===== config.mk =====
export PLATFORM = sky130hd
export DESIGN_NAME = pixel_assembler
export DESIGN_NICKNAME = d
export VERILOG_FILES = /design/src/rtl/pixel_assembler.sv
export SDC_FILE = /design/constraint.sdc
export NUM_CORES = 1
export LEC_CHECK = 0
export CORE_ASPECT_RATIO = 1.1
export CORE_MARGIN = 3
export CORE_UTILIZATION = 28
export DETAILED_ROUTE_END_ITERATION = 10
export SYNTH_ARGS = -nofsm -noshare
export SYNTH_HDL_FRONTEND = slang
export SYNTH_SLANG_ARGS = --single-unit

===== constraint.sdc =====
create_clock -name clock -period 2.44 [get_ports clock]
set_clock_uncertainty 0.05 [all_clocks]
set_input_delay 0.488 -clock clock [delete_from_list [all_inputs] [get_ports clock]]
set_output_delay 0.488 -clock clock [all_outputs]
set_load 0.01 [all_outputs]

===== src/rtl/pixel_assembler.sv =====
// Reassembles R, G and B channel samples into packed pixels and queues them
// in a small output FIFO with a registered head for the downstream consumer.
module pixel_assembler #(
    parameter int bitwidth = 8,
    parameter int depth    = 4
) (
    input  logic                      clock,
    input  logic                      reset,
    input  logic [bitwidth-1:0]       R_data_in,
    input  logic [bitwidth-1:0]       G_data_in,
    input  logic [bitwidth-1:0]       B_data_in,
    input  logic                      R_ready_in,
    input  logic                      G_ready_in,
    input  logic                      B_ready_in,
    output logic [3*bitwidth-1:0]     pixel_out,
    output logic                      pixel_valid_out,
    input  logic                      pixel_ready_in,
    output logic [$clog2(depth):0]    fill_out,
    output logic                      overflow_out,
    output logic                      seq_error_out
);

    localparam int aw = $clog2(depth);
    localparam logic [aw:0] fill_max = (aw+1)'(depth);

    localparam logic [1:0] WAIT_R = 2'd0;
    localparam logic [1:0] WAIT_G = 2'd1;
    localparam logic [1:0] WAIT_B = 2'd2;

    // Bit 2 = R, bit 1 = G, bit 0 = B throughout.
    logic [2:0] ready_vec;
    logic [2:0] prev_reg;
    logic [2:0] strobe_vec;

    assign ready_vec = {R_ready_in, G_ready_in, B_ready_in};

    genvar gi;
    generate
        for (gi = 0; gi < 3; gi++) begin : g_strobe
            assign strobe_vec[gi] = ready_vec[gi] & ~prev_reg[gi];
        end
    endgenerate

    logic [1:0]            state_reg, state_next;
    logic [bitwidth-1:0]   r_cap_reg, r_cap_next;
    logic [bitwidth-1:0]   g_cap_reg, g_cap_next;
    logic                  push;
    logic                  seq_err_set;
    logic                  multi_hit;

    assign multi_hit = (strobe_vec[2] & strobe_vec[1]) | (strobe_vec[2] & strobe_vec[0]) |
                       (strobe_vec[1] & strobe_vec[0]);

    always_comb begin
        state_next  = state_reg;
        r_cap_next  = r_cap_reg;
        g_cap_next  = g_cap_reg;
        push        = 1'b0;
        seq_err_set = 1'b0;
        if (multi_hit) begin
            seq_err_set = 1'b1;
            state_next  = WAIT_R;
        end else if (strobe_vec[2]) begin
            // An R strobe always restarts a pixel, even when it was unexpected.
            r_cap_next  = R_data_in;
            state_next  = WAIT_G;
            seq_err_set = (state_reg != WAIT_R);
        end else if (strobe_vec[1]) begin
            if (state_reg == WAIT_G) begin
                g_cap_next = G_data_in;
                state_next = WAIT_B;
            end else begin
                seq_err_set = 1'b1;
                state_next  = WAIT_R;
            end
        end else if (strobe_vec[0]) begin
            if (state_reg == WAIT_B) begin
                push = 1'b1;
            end else begin
                seq_err_set = 1'b1;
            end
            state_next = WAIT_R;
        end
    end

    always_ff @(posedge clock or posedge reset) begin
        if (reset) begin
            prev_reg      <= '0;
            state_reg     <= WAIT_R;
            r_cap_reg     <= '0;
            g_cap_reg     <= '0;
            seq_error_out <= 1'b0;
        end else begin
            prev_reg      <= ready_vec;
            state_reg     <= state_next;
            r_cap_reg     <= r_cap_next;
            g_cap_reg     <= g_cap_next;
            seq_error_out <= seq_error_out | seq_err_set;
        end
    end

    logic [3*bitwidth-1:0] mem [depth];
    logic [aw-1:0]         wr_ptr_reg, rd_ptr_reg, rd_ptr_inc;
    logic [aw:0]           fill_reg, fill_next;
    logic [3*bitwidth-1:0] head_reg, head_next, push_data;
    logic                  pop, full, push_ok, forward;

    assign push_data  = {r_cap_reg, g_cap_reg, B_data_in};
    assign pop        = pixel_valid_out & pixel_ready_in;
    assign full       = (fill_reg == fill_max);
    assign push_ok    = push & (~full | pop);
    assign rd_ptr_inc = rd_ptr_reg + aw'(1);

    // The new pixel becomes the head directly only when nothing older remains.
    assign forward = push_ok & ((fill_reg == '0) | ((fill_reg == (aw+1)'(1)) & pop));

    always_comb begin
        fill_next = fill_reg;
        if (push_ok & ~pop) begin
            fill_next = fill_reg + (aw+1)'(1);
        end else if (pop & ~push_ok) begin
            fill_next = fill_reg - (aw+1)'(1);
        end
        head_next = head_reg;
        if (forward) begin
            head_next = push_data;
        end else if (pop) begin
            head_next = mem[rd_ptr_inc];
        end
    end

    always_ff @(posedge clock) begin
        if (push_ok) begin
            mem[wr_ptr_reg] <= push_data;
        end
    end

    always_ff @(posedge clock or posedge reset) begin
        if (reset) begin
            wr_ptr_reg   <= '0;
            rd_ptr_reg   <= '0;
            fill_reg     <= '0;
            head_reg     <= '0;
            overflow_out <= 1'b0;
        end else begin
            if (push_ok) begin
                wr_ptr_reg <= wr_ptr_reg + aw'(1);
            end
            if (pop) begin
                rd_ptr_reg <= rd_ptr_inc;
            end
            fill_reg     <= fill_next;
            head_reg     <= head_next;
            overflow_out <= overflow_out | (push & full & ~pop);
        end
    end

    assign pixel_out       = head_reg;
    assign pixel_valid_out = (fill_reg != '0);
    assign fill_out        = fill_reg;

endmodule


Word level (Yosys, flattened, before mapping)
Memory sizes are Yosys's and may differ from the RTL's.
Index checks and enable logic that the tools add are counted.
Widths: inputs -> output; s select.
{ "word_totals": {"ramBits": 96, "ff_bits": 54, "out_inout_bits": 30, "mem_count": 1} }
{ "memory_table": {"columns": ["name", "depth", "width", "read_ports", "rd_clocked_by_memory_dff", "write_ports", "line_no", "text"], "rows": [
  ["mem", 4, 24, 1, 0, 1, "102", "logic [3*bitwidth-1:0] mem [depth];"]
]} }
{ "op_classes": {"n_mux": 22, "addsub": 4, "eq_ne": 4, "n_reduce_logical": 8, "n_bitwise": 28} }
{ "ops": {"columns": ["op", "n"], "rows": [
  ["$mux 24", 2],
  ["$and 1x1->1", 14],
  ["$mux 1", 13],
  ["$mux 2", 5],
  ["$not 1->1", 8],
  ["$mux 3", 2],
  ["$or 1x1->1", 6],
  ["$reduce_bool 2->1", 3],
  ["$add 2x1->2 const B", 2],
  ["$reduce_and 4->1", 1],
  ["$reduce_bool 4->1", 1],
  ["$add 3x1->3 const B", 1],
  ["$eq 3x1->1 const B", 1],
  ["$eq 3x3->1 const B", 1],
  ["$logic_not 3->1", 1],
  ["$reduce_bool 3->1", 1],
  ["$sub 3x1->3 const B", 1],
  ["$eq 2x1->1 const B", 1],
  ["$eq 2x2->1 const B", 1],
  ["$reduce_and 2->1", 1]
]} }

Depth between registers and ports, before layout
{ "depth": {"word_depth": 11, "depth_mapped": 9, "depth_no_buf": 9} }

Worst setup path before layout
No wires, ideal clock.
{ "synth_timing": {"path_type": "register to register", "from": "register fill_reg[0], in the netlist fill_out[0]", "to": "memory mem[0][0] (netlist bit) (enable)", "path_buffers": 0, "t_arrival_ns": 1.795, "setup_ns": 0.383, "required_time_ns": 2.007, "path_stages_with_launch": 7, "period_less_slack_ns": 2.228, "slack_ns": 0.212, "path_cell_list": "dfrtp_1 -> inv_1 -> ha_1 -> nand2_1 -> nor2_1 -> nor2_1 -> and2_1"} }
{ "synth_between": {"elab_chain_len": 6, "elab_cells_between_ends": 8} }
{ "synth_rtl": {"columns": ["item", "line_no", "text"], "rows": [
  ["from (decl)", "104", "logic [aw:0] fill_reg, fill_next;"],
  ["from (signal assigned)", "152", "fill_reg <= fill_next;"],
  ["$reduce_bool 3->1 / $eq 3x3->1 (equally long branches)", "159, 110", null],
  ["$and 1x1->1 / $not 1->1 (equally long branches)", "109, 111", null],
  ["$or 1x1->1 *", "111", "assign push_ok = push & (~full | pop);"],
  ["$and 1x1->1 *", "111", null],
  ["net push_ok", "106", "logic pop, full, push_ok, forward;"],
  ["$mux 1 *", "133", "if (push_ok) begin"],
  ["$mux 1 (not written as such) *", "134", "mem[wr_ptr_reg] <= push_data;"],
  ["to (decl)", "102", null]
]} }
Mark *: on every way through the listed nets, which the timed path passes. The rest lies on a longest branch.

Worst setup path in the final report
{ "layout_timing": {"from": "input port B_ready_in", "to": "register g_cap_reg[2]"} }
{ "layout_between": {"elab_chain_len": 6, "elab_cells_between_ends": 7} }
{ "layout_rtl": {"columns": ["item", "line_no", "text"], "rows": [
  ["from (decl)", "14", "input logic B_ready_in,"],
  ["$and 1x1->1 *", "40", "assign strobe_vec[gi] = ready_vec[gi] & ~prev_reg[gi];"],
  ["$and 1x1->1", "51", "assign multi_hit = (strobe_vec[2] & strobe_vec[1]) | (strobe_vec[2] & strobe_vec[0]) |"],
  ["$or 1x1->1", "51", null],
  ["$or 1x1->1 *", "51", null],
  ["$not 1->1 (no line) *", null, null],
  ["$reduce_and 4->1 (no line) *", null, null],
  ["to (signal assigned)", "97", "g_cap_reg <= g_cap_next;"],
  ["to (decl)", "46", "logic [bitwidth-1:0] g_cap_reg, g_cap_next;"]
]} }
Mark *: on every way between the ends. The rest lies on a longest branch, timed or not.
A chain may end at the register's enable or synchronous reset.

==> results.toml <==
[outcome]
status = "complete, no violations"

[die]
dieArea_um2 = 23700
io-pin-count = 60
row_count = 56
coreArea_um2 = 21400
die_h_um = 161
die_width_um = 147
start_util_pct = 28.6

[clocking]
ctsHoldBuffers = 0
numCtsBuffers = 17
clkLatencyLatePin_ps = 410
clock_path_buffers = 2
htree_levels = 4
clkTransAtPathRegs_ps = 60
cts.sinks = 150
cts_tree = "done"
clockRootBuffer = "clkbuf_16"

[yosys]
yosys.area.top_type = "edfxtp_1"
ys_seq_area_share_pct = 69.1
yosysMostFrequentCell = "edfxtp_1"
yosysWarnings = 0
synthesis.area_um2 = 6120
synthCells = 309
synthesis.nets = 348
synth_edf_count = 96
yosys.area.top_type_share_pct = 47.1
ys_ff_latch = 150
synth_commonest_cells = "96 x edfxtp_1, 54 x dfrtp_1, 34 x mux2_2, 24 x mux4_2, 20 x mux2_4"
synth_cell_types = 36
synth_area_leaders = "edfxtp_1 47%, dfrtp_1 22%, mux4_2 8.8%"
synthFlopType = "edfxtp_1"
async_reset_ff_share_pct = 36.0
avgSynthCellArea_um2 = 19.8

[timing]
hold_violations = 0
fin_crit_sh_pct = 85.3
layout_min_cycle_time_ps = 2080
worst_slew_pin_slew_ps = 502
max_freq_mhz = 481
maxSlewHeadroom_pct = 66.5
rsz0062_at_grt = "no"
setup_viol = 0
drv_slew = 0

[finish]
seq_area_um2 = 4240
nets = 442
largest_reg_flops = 96
n_antenna_cell = 0
multiInputGateArea_um2 = 1750
syn_to_final_growth_pct = 28.2
fillers = 2004
largest_register = "mem"
finalInstanceArea_um2 = 7850
drive_above_1_share_pct = 34.4

[worst_hold_path]
min_path_type = "primary input to async pin"

[worst_setup_path]
worstSetupPathType = "primary input to flip-flop"
worstPathMaxFanout = 8
cp.required_ps = 2680
worstRegToRegCells = 7
reg2reg_from = "fill_out[1]"
arrival_ps = 2320
r2r_end = "pixel_out[6]"
r2r_setup_slack_ps = 380
cp-start-kind = "primary input"
end_kind = "flip-flop"

[detailed_routing]
final_antenna_net_count = 0
top_layer_used = "met4"
vias = 3032
routed_wirelength_um = 12000
drt_iter0_drc = 117
vias_per_cell = 4.31
met3_length_um = 426
drc = 0
dr_wl_met2_um = 6390
dr.pass1.iters = 4
wl_met1_um = 4940
wire_per_inst_um = 17.0

[flow_run]
drv_cap = 0

[pwr]
clkPwrFrac_pct = 30.3
switching_share_pct = 25.1
total_power_mw = 8.42
p_seq_share_pct = 41.5
intPower_mw = 6.31
irDropWorstVdd_uv = 584
comb_power_share_pct = 28.2
power_leakage_nw = 2.93
p_switching_mw = 2.12
powerDensity_nw_per_um2 = 1070

[global_routing]
overflow = 0
grt_start_max_net_pins = 26
grt_pass1_wl_um = 18900
grt_pass1_vias = 3339
antenna_found_initial = 0
grt_util_all_layers_pct = 10.7

[placement]
placement.cell_area_um2 = 7270
io_buffers = 59
dp_hpwl_um = 8010
place_congestion = 0.717
[logic make-up after synthesis]
logic type | after synthesis | synth area share, %
and+or+nand+nor | 29 | 2.86
muxes | 91 | 22.3
AOI/OAI and AO/OA | 6 | 0.674
xor gates and xnor gates | 6 | 0.858
adders and majority gates | 9 | 1.84
DFF | 150 | 69.1
buffers and inverters | 18 | 2.29
[per-layer routing]
metal	track usage [%]	vias up
met4	4.45	0
li1	-	1380
met2	18.7	56
met1	12.3	1578
met5	0	-
met3	3.00	18
[through the flow]
stage               worst slack (ps)  utilization [%]  hold WS [ps]  instances  setup TNS, ps
floorplan                        212                -           439        309              0
global placement               -57.0             33.9           434        673           -479
detailed placement             -79.8             33.9           428        673          -1130
CTS                             39.8             36.6           375        703              0
global route                     216             36.6           411        703              0
finish                           360             36.6           372        703              0
[power by group through the flow]
stage               sequential (mW)  combinational, mW  clock, mW
global route                   3.56               2.58       2.72
finish                         3.49               2.38       2.55
global placement               3.56               2.35          0
CTS                            3.52               2.44       2.61
floorplan                      3.50               1.48          0
detailed placement             3.57               2.41          0
[final cells by class]
type	instances	share of cell area (%)
well taps	290	4.62
flip-flops and latches	150	54.0
multi-input cells	141	22.3
inverters	6	0.287
clock buffers	19	5.64
clock inverters	10	1.67
repair buffers	87	11.5
[cell usage in the layout (no fill, tap or decap), drive strengths merged]
cell            n
mux2           66
edfxtp         96
dlymetal6s2s    1
or4             1
and2b           1
xnor2           4
ha              9
or3             1
clkbuf         19
inv             7
o21bai          1
bufinv          3
xor2            2
buf            28
nand4           1
nor3            1
o21ai           1
nor2            7
mux4           24
a21oi           1
nand2b          4
clkdlybuf4s50  58
mux2i           1
nand2           4
dfrtp          54
nand3           2
and2            4
o31ai           2
clkinv          6
a2111oi         1
nor2b           3
[critical path: stages]
cell             delay, ps
clkdlybuf4s50_1        430
and2b_2                220
buf_4                  150
or4_1                  510
buf_4                  210
mux2_1                 320
[worst max-delay path by stage]
| stage | from | to | slack, ps | depth (start not counted) |
|---|---|---|---|---|
| 4_1_cts | fill_out[1] | pixel_valid_out | 40 | 4 |
| 3_3_place_gp | B_ready_in | g_cap_reg[7] | -60 | 6 |
| 3_5_place_dp | B_ready_in | g_cap_reg[6] | -80 | 6 |
| 6_report | B_ready_in | g_cap_reg[2] | 360 | 6 |
| 5_1_grt | fill_out[1] | pixel_out[6] | 220 | 7 |
| 2_1_floorplan | fill_out[0] | mem[0][0] | 210 | 6 |
[what timing repair did]
action	4_1_cts	5_1_grt
hold endpoints to repair	0	0
gates resized for setup	0	1
pin swaps	0	0
setup endpoints to repair	1	1
setup buffers	1	0
(Power assumes the default switching activity.)
